**src/rtl/btc_pkg.sv**
```systemverilog
// Shared types and defaults for the block-header Wishbone loader.
package btc_pkg;

    typedef enum logic [2:0] {
        IDLE   = 3'd0,
        WR     = 3'd1,
        WR_GAP = 3'd2,
        RD     = 3'd3,
        DONE   = 3'd4
    } wbm_state_t;

    localparam int          HDR_WORDS  = 19;
    localparam int          NONCE_WORD = 19;
    localparam logic [31:0] BASE_ADR   = 32'h3000_0000;
    localparam logic [31:0] RESULT_OFS = 32'h0000_0080;

    // Byte address of header word idx; 32-bit wrap-around is intended.
    function automatic logic [31:0] word_adr(input logic [31:0] base, input logic [31:0] idx);
        return base + (idx << 2);
    endfunction

endpackage

```
**src/rtl/btc_header_wb_master.sv**
```systemverilog
// Wishbone classic master: writes a latched block header word by word into the
// miner's slave port, then reads back one result word.
module btc_header_wb_master
    import btc_pkg::*;
#(
    parameter int          BITS       = 32,
    parameter int          HDR_WORDS  = btc_pkg::HDR_WORDS,
    parameter logic [31:0] BASE_ADR   = btc_pkg::BASE_ADR,
    parameter logic [31:0] RESULT_OFS = btc_pkg::RESULT_OFS,
    parameter int          TIMEOUT    = 255
) (
    input  logic                      wb_clk_i,
    input  logic                      wb_rst_i,
    input  logic                      start,
    input  logic [BITS*HDR_WORDS-1:0] header,
    output logic                      wbm_cyc_o,
    output logic                      wbm_stb_o,
    output logic                      wbm_we_o,
    output logic [3:0]                wbm_sel_o,
    output logic [31:0]               wbm_adr_o,
    output logic [BITS-1:0]           wbm_dat_o,
    input  logic [BITS-1:0]           wbm_dat_i,
    input  logic                      wbm_ack_i,
    output logic                      busy,
    output logic                      done,
    output logic                      err,
    output logic [BITS-1:0]           result
);

    localparam int               IDX_W    = (HDR_WORDS > 1) ? $clog2(HDR_WORDS) : 1;
    localparam logic [IDX_W-1:0] LAST_IDX = IDX_W'(HDR_WORDS - 1);
    // Abort on the last permitted wait cycle so stb is seen for exactly TIMEOUT cycles.
    localparam logic [7:0]       TO_LAST  = 8'(TIMEOUT - 1);

    wbm_state_t                state_r, state_next_s;
    logic [IDX_W-1:0]          idx_r, idx_next_s;
    logic [7:0]                cnt_r, cnt_next_s;
    logic [BITS*HDR_WORDS-1:0] hdr_r, hdr_next_s;
    logic                      err_next_s;
    logic                      res_load_s;
    logic                      cyc_s, stb_s, we_s;
    logic [3:0]                sel_s;
    logic [31:0]               adr_s;
    logic [BITS-1:0]           dat_s;

    // State register with job index, wait counter and latched header.
    always_ff @(posedge wb_clk_i) begin
        if (wb_rst_i) begin
            state_r <= IDLE;
            idx_r   <= {IDX_W{1'b0}};
            cnt_r   <= 8'd0;
            hdr_r   <= {(BITS*HDR_WORDS){1'b0}};
        end else begin
            state_r <= state_next_s;
            idx_r   <= idx_next_s;
            cnt_r   <= cnt_next_s;
            hdr_r   <= hdr_next_s;
        end
    end

    // Next-state logic; an ack on the final wait cycle still completes the transfer.
    always_comb begin
        state_next_s = state_r;
        idx_next_s   = idx_r;
        cnt_next_s   = cnt_r;
        hdr_next_s   = hdr_r;
        err_next_s   = err;
        res_load_s   = 1'b0;
        case (state_r)
            IDLE: begin
                if (start) begin
                    state_next_s = WR;
                    idx_next_s   = {IDX_W{1'b0}};
                    cnt_next_s   = 8'd0;
                    hdr_next_s   = header;
                    err_next_s   = 1'b0;
                end else begin
                    state_next_s = IDLE;
                end
            end
            WR: begin
                if (wbm_ack_i) begin
                    state_next_s = WR_GAP;
                    cnt_next_s   = 8'd0;
                end else if (cnt_r == TO_LAST) begin
                    state_next_s = IDLE;
                    cnt_next_s   = 8'd0;
                    err_next_s   = 1'b1;
                end else begin
                    cnt_next_s   = cnt_r + 8'd1;
                end
            end
            WR_GAP: begin
                cnt_next_s = 8'd0;
                if (idx_r == LAST_IDX) begin
                    state_next_s = RD;
                end else begin
                    state_next_s = WR;
                    idx_next_s   = idx_r + IDX_W'(1);
                end
            end
            RD: begin
                if (wbm_ack_i) begin
                    state_next_s = DONE;
                    cnt_next_s   = 8'd0;
                    res_load_s   = 1'b1;
                end else if (cnt_r == TO_LAST) begin
                    state_next_s = IDLE;
                    cnt_next_s   = 8'd0;
                    err_next_s   = 1'b1;
                end else begin
                    cnt_next_s   = cnt_r + 8'd1;
                end
            end
            DONE: begin
                state_next_s = IDLE;
            end
            default: begin
                state_next_s = IDLE;
            end
        endcase
    end

    // Bus outputs decoded from the upcoming state so the registered copies track it.
    always_comb begin
        cyc_s = 1'b0;
        stb_s = 1'b0;
        we_s  = 1'b0;
        sel_s = 4'h0;
        adr_s = 32'h0000_0000;
        dat_s = {BITS{1'b0}};
        case (state_next_s)
            WR: begin
                cyc_s = 1'b1;
                stb_s = 1'b1;
                we_s  = 1'b1;
                sel_s = 4'hF;
                adr_s = word_adr(BASE_ADR, 32'(idx_next_s));
                dat_s = hdr_next_s[BITS*idx_next_s +: BITS];
            end
            RD: begin
                cyc_s = 1'b1;
                stb_s = 1'b1;
                sel_s = 4'hF;
                adr_s = BASE_ADR + RESULT_OFS;
            end
            default: begin
                cyc_s = 1'b0;
            end
        endcase
    end

    // Output registers; reset drops the bus and suppresses any pending done.
    always_ff @(posedge wb_clk_i) begin
        if (wb_rst_i) begin
            wbm_cyc_o <= 1'b0;
            wbm_stb_o <= 1'b0;
            wbm_we_o  <= 1'b0;
            wbm_sel_o <= 4'h0;
            wbm_adr_o <= 32'h0000_0000;
            wbm_dat_o <= {BITS{1'b0}};
            busy      <= 1'b0;
            done      <= 1'b0;
            err       <= 1'b0;
            result    <= {BITS{1'b0}};
        end else begin
            wbm_cyc_o <= cyc_s;
            wbm_stb_o <= stb_s;
            wbm_we_o  <= we_s;
            wbm_sel_o <= sel_s;
            wbm_adr_o <= adr_s;
            wbm_dat_o <= dat_s;
            busy      <= (state_next_s != IDLE);
            done      <= (state_next_s == DONE);
            err       <= err_next_s;
            if (res_load_s) begin
                result <= wbm_dat_i;
            end else begin
                result <= result;
            end
        end
    end

endmodule
```
**config.mk**
```make
export PLATFORM = sky130hd
export DESIGN_NAME = btc_header_wb_master
export DESIGN_NICKNAME = d
export VERILOG_FILES = /design/src/rtl/btc_pkg.sv /design/src/rtl/btc_header_wb_master.sv
export SDC_FILE = /design/constraint.sdc
export NUM_CORES = 2
export LEC_CHECK = 0
export ABC_AREA = 1
export BUFFER_PORTS_ARGS = -buffer_cell sky130_fd_sc_hd__buf_2
export CAP_MARGIN = 25
export CORE_AREA = 2 2 290 292
export CTS_BUF_LIST = sky130_fd_sc_hd__clkbuf_4 sky130_fd_sc_hd__clkbuf_8
export CTS_CLUSTER_SIZE = 10
export DETAILED_ROUTE_END_ITERATION = 8
export DIE_AREA = 0 0 292 294
export GPL_ROUTABILITY_DRIVEN = 1
export GPL_TIMING_DRIVEN = 0
export MAX_ROUTING_LAYER = met4
export SETUP_SLACK_MARGIN = 0.3
export SLEW_MARGIN = 40
export SYNTH_ARGS = -nofsm -noshare
export SYNTH_HDL_FRONTEND = slang
export SYNTH_SLANG_ARGS = --single-unit
```
**constraint.sdc**
```tcl
create_clock -name wb_clk_i -period 2.3 [get_ports wb_clk_i]
set_input_delay 0.115 -clock wb_clk_i [delete_from_list [all_inputs] [get_ports wb_clk_i]]
set_output_delay 0.115 -clock wb_clk_i [all_outputs]
set_load 0.03 [all_outputs]
```
## Word-level counts from Yosys, hierarchy flattened

Cells that the tools add are included.

- Add/sub/neg operators: 3
- $mul: 0
- Div/mod/pow operators: 0
- Order comparisons: 0
- Eq/ne operators: 11
- Shift operators: 1
- Muxes and demuxes: 25
- Bitwise operators: 1
- Reduce and logical (&&, ||, !) cells: 9

Operators by type and width:

| kind | count |
|---|---|
| $mux 608 | 2 |
| $shiftx 608x11->32 | 1 |
| $pmux 31 s2 | 1 |
| $add 30x7->31 const A | 1 |
| $mux 8 | 3 |
| $pmux 8 s3 | 1 |
| $pmux 3 s4 | 1 |
| $mux 5 | 2 |
| $pmux 5 s2 | 1 |
| $eq 3x2->1 const B | 3 |
| $mux 3 | 3 |
| $add 8x1->8 const B | 1 |
| $eq 8x8->1 const B | 1 |
| $mux 1 | 8 |
| $eq 3x1->1 const B | 2 |
| $reduce_bool 3->1 | 2 |
| $reduce_or 2->1 | 3 |
| $add 5x1->5 const B | 1 |
| $eq 5x5->1 const B | 1 |
| $mux 4 | 1 |
| $ne 2x2->1 const B | 2 |
| $reduce_and 4->1 | 1 |
| $eq 3x3->1 const B | 1 |
| $logic_not 3->1 | 1 |
| other kinds (6) | 6 |

- Register bits: 729
- Bits in latches: 0
- Memory bits (writable): 0
- Memory bits (read-only): 0
- Input port bits: 644
- Output and inout port bits: 106
- Logic and storage cells: 63
- Memories kept: 0

## Depth between registers and ports, before layout

- Depth in word-level cells: 7
- Mapped depth: 19
- Mapped depth without buffers: 17

## Worst setup path before layout

Ideal clock, no wire load.

- Kind: flip-flop to flip-flop
- Start point: register idx_r[1]
- End point: register wbm_dat_o[27]
- Library setup time: 0.132 ns
- Arrival: 1.959 ns
- Data required time: 2.168 ns
- Slack: 0.208 ns
- Cell stages (with the launch flop): 15
- Path buffers: 2
- Clock period less this slack: 2.092 ns
- Path through: dfxtp_1 ha_1 nand2_1 nor2_1 nor2_1 nor2_4 clkbuf_1 clkbuf_1 nand3_1 nand3_1 nand3_1 nand3_1 nand2_1 nand2_1 a21oi_1

- Longest elaborated chain between the ends: 6
- Elaborated cells on any way between the ends: 11
- Those cells by class: add/sub: 1; eq/ne: 2; shift: 1; mux: 5; bitwise: 1; reduce/logical: 1

Ends and longest elaborated chain:

| element | RTL line | RTL |
|---|---|---|
| start, declared | btc_header_wb_master.sv:36 | `logic [IDX_W-1:0] idx_r, idx_next_s;` |
| start signal, assigned | btc_header_wb_master.sv:50 | `idx_r <= {IDX_W{1'b0}};` |
| start signal, assigned | btc_header_wb_master.sv:55 | `idx_r <= idx_next_s;` |
| branches (longest 6 deep; another with $add 5x1->5) | n/a |  |
| end signal, assigned | btc_header_wb_master.sv:161 | `wbm_dat_o <= {BITS{1'b0}};` |
| end signal, assigned | btc_header_wb_master.sv:172 | `wbm_dat_o <= dat_s;` |
| end, declared | btc_header_wb_master.sv:21 | `output logic [BITS-1:0] wbm_dat_o,` |

Parallel ways; which one is timed is not known.
A chain may end at the register's enable or synchronous reset.

## Worst setup path after layout

- Start point: register idx_r[1]
- End point: register wbm_dat_o[16]

Same word-level chain as after synthesis.

==> run metrics <==
number of register bits inferred by synthesis=699; number of distinct standard cells referenced by the synthesized netlist=41; total number of clock tree sinks=699; post-layout minimum cycle time=2.55 ns; number of enable-type register cells in the synthesized netlist=0; routability cong.=0.968; starting DRC count in detailed routing=2,967; area added between synthesis and finish=60.5%; violated checks=setup timing; data arrival time of the critical path=3.25 ns; number of levels in the clock H-tree=3; total number of placement rows=106; detailed-route DRC error count=0; critical path data required time=3.00 ns; class of the most critical setup path=reg -> reg; library cell occupying the most area in the post-synthesis netlist=sky130_fd_sc_hd__dfxtp_1; remaining antenna violation count=0; initial antenna violation count=10; Crit. End Element=register; Fin. Hold Viols=0; worst min-delay path class=in -> reg; final period utilization=111%; Num CTS Buffers=120; die height=294 um; maximum resistive drop on vdd=0.503 mV; root buffer cell=sky130_fd_sc_hd__clkbuf_8; area of the core=82,900 um^2; Worst Setup Start Kind=register; total number of vias=38,400; maximum net fanout on the critical path=10; Hold Worst Slack=0.129 ns; worst clock skew=0.0433 ns; FF-to-FF Start=idx_r[1]$_SDFF_PP0_; CTS tree=done; clock-pin slew reported for the worst setup and hold paths after clock tree synthesis=0.07 ns; TritonRoute pass-1 iters=6; floorplan die area=85,800 um^2; Highest Clock Rate=392 MHz; via-per-instance ratio=5.20; number of global-route vias before repair=37,700; Area contributors post-synth=sky130_fd_sc_hd__dfxtp_1 (44%), sky130_fd_sc_hd__nand2_1 (11%), sky130_fd_sc_hd__nand3_1 (10%); startpoint of the most critical hold path=header[551]; Cells after Synth=4,637; total global routing track utilization=37.3%; Mapped Area=32,100 um^2; utilization of the core after routing=62.2%; fraction of the yosys area taken by sequential cells=43.5%; outcome=finished with violations; Total Neg Setup Slack=-5.05 ns; number of buffer cells added on primary ports=723; sequential cell area in the final layout=14,000 um^2; power density over the cells=691 nW/um^2; Routed wire per std cell=22.2 um; Detail Placement HPWL=115,000 um; Layout fillers=7,172; GRT overflow=0; top-level port count=750; RSZ-0062 raised after global routing=true; pin count of the biggest net entering global routing=18; Die X-Extent=292 um; initial cell density of the core=38.8%; number of buffers on the longest clock path=3; setup violation total in the final timing report=32; wire length of the first global-routing pass=232,000 um; fraction of layout cells with a size suffix above 1=30.3%; Clk Latency, worst-skew pair=0.78 ns; detailed-route wire length=164,000 um; Most used DFF post-synth=sky130_fd_sc_hd__dfxtp_1; static power due to leakage=23.7 nW; source of the critical timing path=idx_r[1]$_SDFF_PP0_; area share of the leading cell type in the synthesized netlist=43.5%; final slew viol count=0; fin nets=6,871; average cell area after synthesis=6.93 um^2; final worst-path setup slack=-0.248 ns; count of yosys warnings during synthesis=0; area of the multi-input gates=18,100 um^2; number of maximum-capacitance violations=0; actual slew at the worst max-slew pin=0.838 ns; finished layout cell area=51,600 um^2; asr flop ratio synth=0%; Placed Area=37,200 um^2; Slew headroom=44.1%
-- area by class of cell --
cell class	count	area share, %
multi-input cells	3229	35.1
flip-flops and latches	699	27.1
repair buffers	1439	21.5
plain buffers	391	6.14
clock buffers	189	4.57
well taps	1080	2.62
inverters	343	2.58
clock inverters	19	0.369
diodes	9	0.0437
-- metal layers --
layer	routed length (um)	track usage [%]	part of all wire (%)	vias up
met4	12300	24.1	7.5	0
met1	63000	42.6	38	17900
met5	0	-	0	-
met2	76700	60.5	47	1947
li1	-	-	-	18000
met3	12400	6.32	7.5	617
-- final timing paths --
path         slack, ns  depth (start not counted)                       end
max              -0.25                         18  wbm_dat_o[16]$_SDFF_PP0_
min               0.13                          4     hdr_r[551]$_SDFF_PP0_
max reg2reg      -0.25                         18  wbm_dat_o[16]$_SDFF_PP0_
min reg2reg       0.46                          2   result[17]$_SDFFE_PP0P_
-- registers in the layout, summed over array words and instances (netlist names) --
register and flops:
wbm_dat_o 32, done 1, err 1, cnt_r 8
wbm_sel_o 1, idx_r 5, hdr_r 608, wbm_adr_o 6
result 32, wbm_we_o 1, state_r 3, busy 1
-- power by group --
part	leakage [nW]	internal (mW)	switching (mW)
sequential	5.78	13.2	0.308
clock	1.35	6.69	5.49
combinational	16.6	4.05	5.95
-- cells in the mapped netlist (5+ instances only) --
cell type / number
sky130_fd_sc_hd__a21oi_1: 69
sky130_fd_sc_hd__buf_1: 21
sky130_fd_sc_hd__buf_2: 103
sky130_fd_sc_hd__buf_4: 47
sky130_fd_sc_hd__clkbuf_1: 211
sky130_fd_sc_hd__clkbuf_2: 5
sky130_fd_sc_hd__clkinv_1: 30
sky130_fd_sc_hd__dfxtp_1: 699
sky130_fd_sc_hd__inv_1: 307
sky130_fd_sc_hd__inv_2: 6
sky130_fd_sc_hd__mux2i_1: 96
sky130_fd_sc_hd__nand2_1: 916
sky130_fd_sc_hd__nand3_1: 650
sky130_fd_sc_hd__nand4_1: 33
sky130_fd_sc_hd__nor2_1: 634
sky130_fd_sc_hd__o21ai_0: 373
sky130_fd_sc_hd__o21ai_1: 175
sky130_fd_sc_hd__or2_0: 125
sky130_fd_sc_hd__or2_1: 78
sky130_fd_sc_hd__or2_2: 21
-- metrics by stage --
step	setup WS, ns	total power [mW]	cells
2_1_floorplan	0.293	17.9	4660
3_3_place_gp	-1.69	20.7	6463
3_5_place_dp	-1.14	20.8	6463
4_1_cts	-0.175	34.6	7363
5_1_grt	-0.284	37.0	7396
6_report	-0.248	35.6	7398
-- critical path, stage by stage, from the launching register on --
cell and delay, ns:
sky130_fd_sc_hd__dfxtp_2 0.41, sky130_fd_sc_hd__ha_4 0.18, sky130_fd_sc_hd__nand2_4 0.05, sky130_fd_sc_hd__nor2_4 0.17
sky130_fd_sc_hd__nor2_4 0.05, sky130_fd_sc_hd__nor2_4 0.11, sky130_fd_sc_hd__buf_12 0.15, sky130_fd_sc_hd__nand2_8 0.12
sky130_fd_sc_hd__buf_16 0.19, sky130_fd_sc_hd__buf_4 0.17, sky130_fd_sc_hd__nand2_1 0.07, sky130_fd_sc_hd__nand3_1 0.11
sky130_fd_sc_hd__nand2_1 0.11, sky130_fd_sc_hd__nand2_1 0.09, sky130_fd_sc_hd__nand2_4 0.10, sky130_fd_sc_hd__clkinv_1 0.06
sky130_fd_sc_hd__nand2_1 0.06, sky130_fd_sc_hd__nand2_1 0.09, sky130_fd_sc_hd__a21oi_1 0.17
-- kinds of logic (layout without fill, tap and decap cells) --
group | after synthesis | in the layout | share of synthesized area [%]
flip-flops | 699 | 699 | 43.5
other | 1 | 33 | 0.0117
adder cells (fa/ha/maj) | 4 | 4 | 0.156
AND/OR/NAND/NOR | 2478 | 2480 | 33.8
XOR/XNOR | 3 | 3 | 0.0818
buffers and inverters | 734 | 2381 | 9.64
AO/OA/AOI/OAI | 622 | 622 | 9.76
multiplexers | 96 | 96 | 2.99
-- what timing repair did --
action,CTS,global route
cloned,8,10
hold buffers,644,0
pin swaps,86,132
buffers inserted,40,16
hold endpoints to repair,682,0
setup endpoints to repair,573,114
resized for setup,853,506
-- placed cells by master, fill, tap and decap left out, types with 12 or more instances in the layout --
master	netlist	layout
sky130_fd_sc_hd__inv_2	6	14
sky130_fd_sc_hd__buf_4	47	118
sky130_fd_sc_hd__conb_1	1	24
sky130_fd_sc_hd__o21ai_2	0	68
sky130_fd_sc_hd__nand4_1	33	33
sky130_fd_sc_hd__buf_8	0	21
sky130_fd_sc_hd__o21ai_1	175	236
sky130_fd_sc_hd__clkbuf_4	0	95
sky130_fd_sc_hd__or2_0	125	118
sky130_fd_sc_hd__buf_6	4	34
sky130_fd_sc_hd__clkbuf_2	5	40
sky130_fd_sc_hd__clkbuf_1	211	82
sky130_fd_sc_hd__dfxtp_1	699	692
sky130_fd_sc_hd__buf_2	103	756
sky130_fd_sc_hd__nand2_4	1	49
sky130_fd_sc_hd__buf_12	0	37
sky130_fd_sc_hd__nor2_1	634	625
sky130_fd_sc_hd__inv_1	307	301
sky130_fd_sc_hd__clkinv_2	0	14
sky130_fd_sc_hd__dlygate4sd3_1	0	644
sky130_fd_sc_hd__clkbuf_8	0	175
sky130_fd_sc_hd__or2_1	78	84
sky130_fd_sc_hd__nand2_2	2	113
sky130_fd_sc_hd__nand2_1	916	755
sky130_fd_sc_hd__o21ai_0	373	243
sky130_fd_sc_hd__or2_2	21	21
sky130_fd_sc_hd__mux2i_4	0	31
sky130_fd_sc_hd__nand3_2	0	177
sky130_fd_sc_hd__nor2_4	4	12
sky130_fd_sc_hd__nand3_4	1	38
sky130_fd_sc_hd__nand3_1	650	437
sky130_fd_sc_hd__a21oi_1	69	48
sky130_fd_sc_hd__mux2i_1	96	54
sky130_fd_sc_hd__a21oi_2	0	20
No activity file was read; power rests on OpenSTA's default activity.
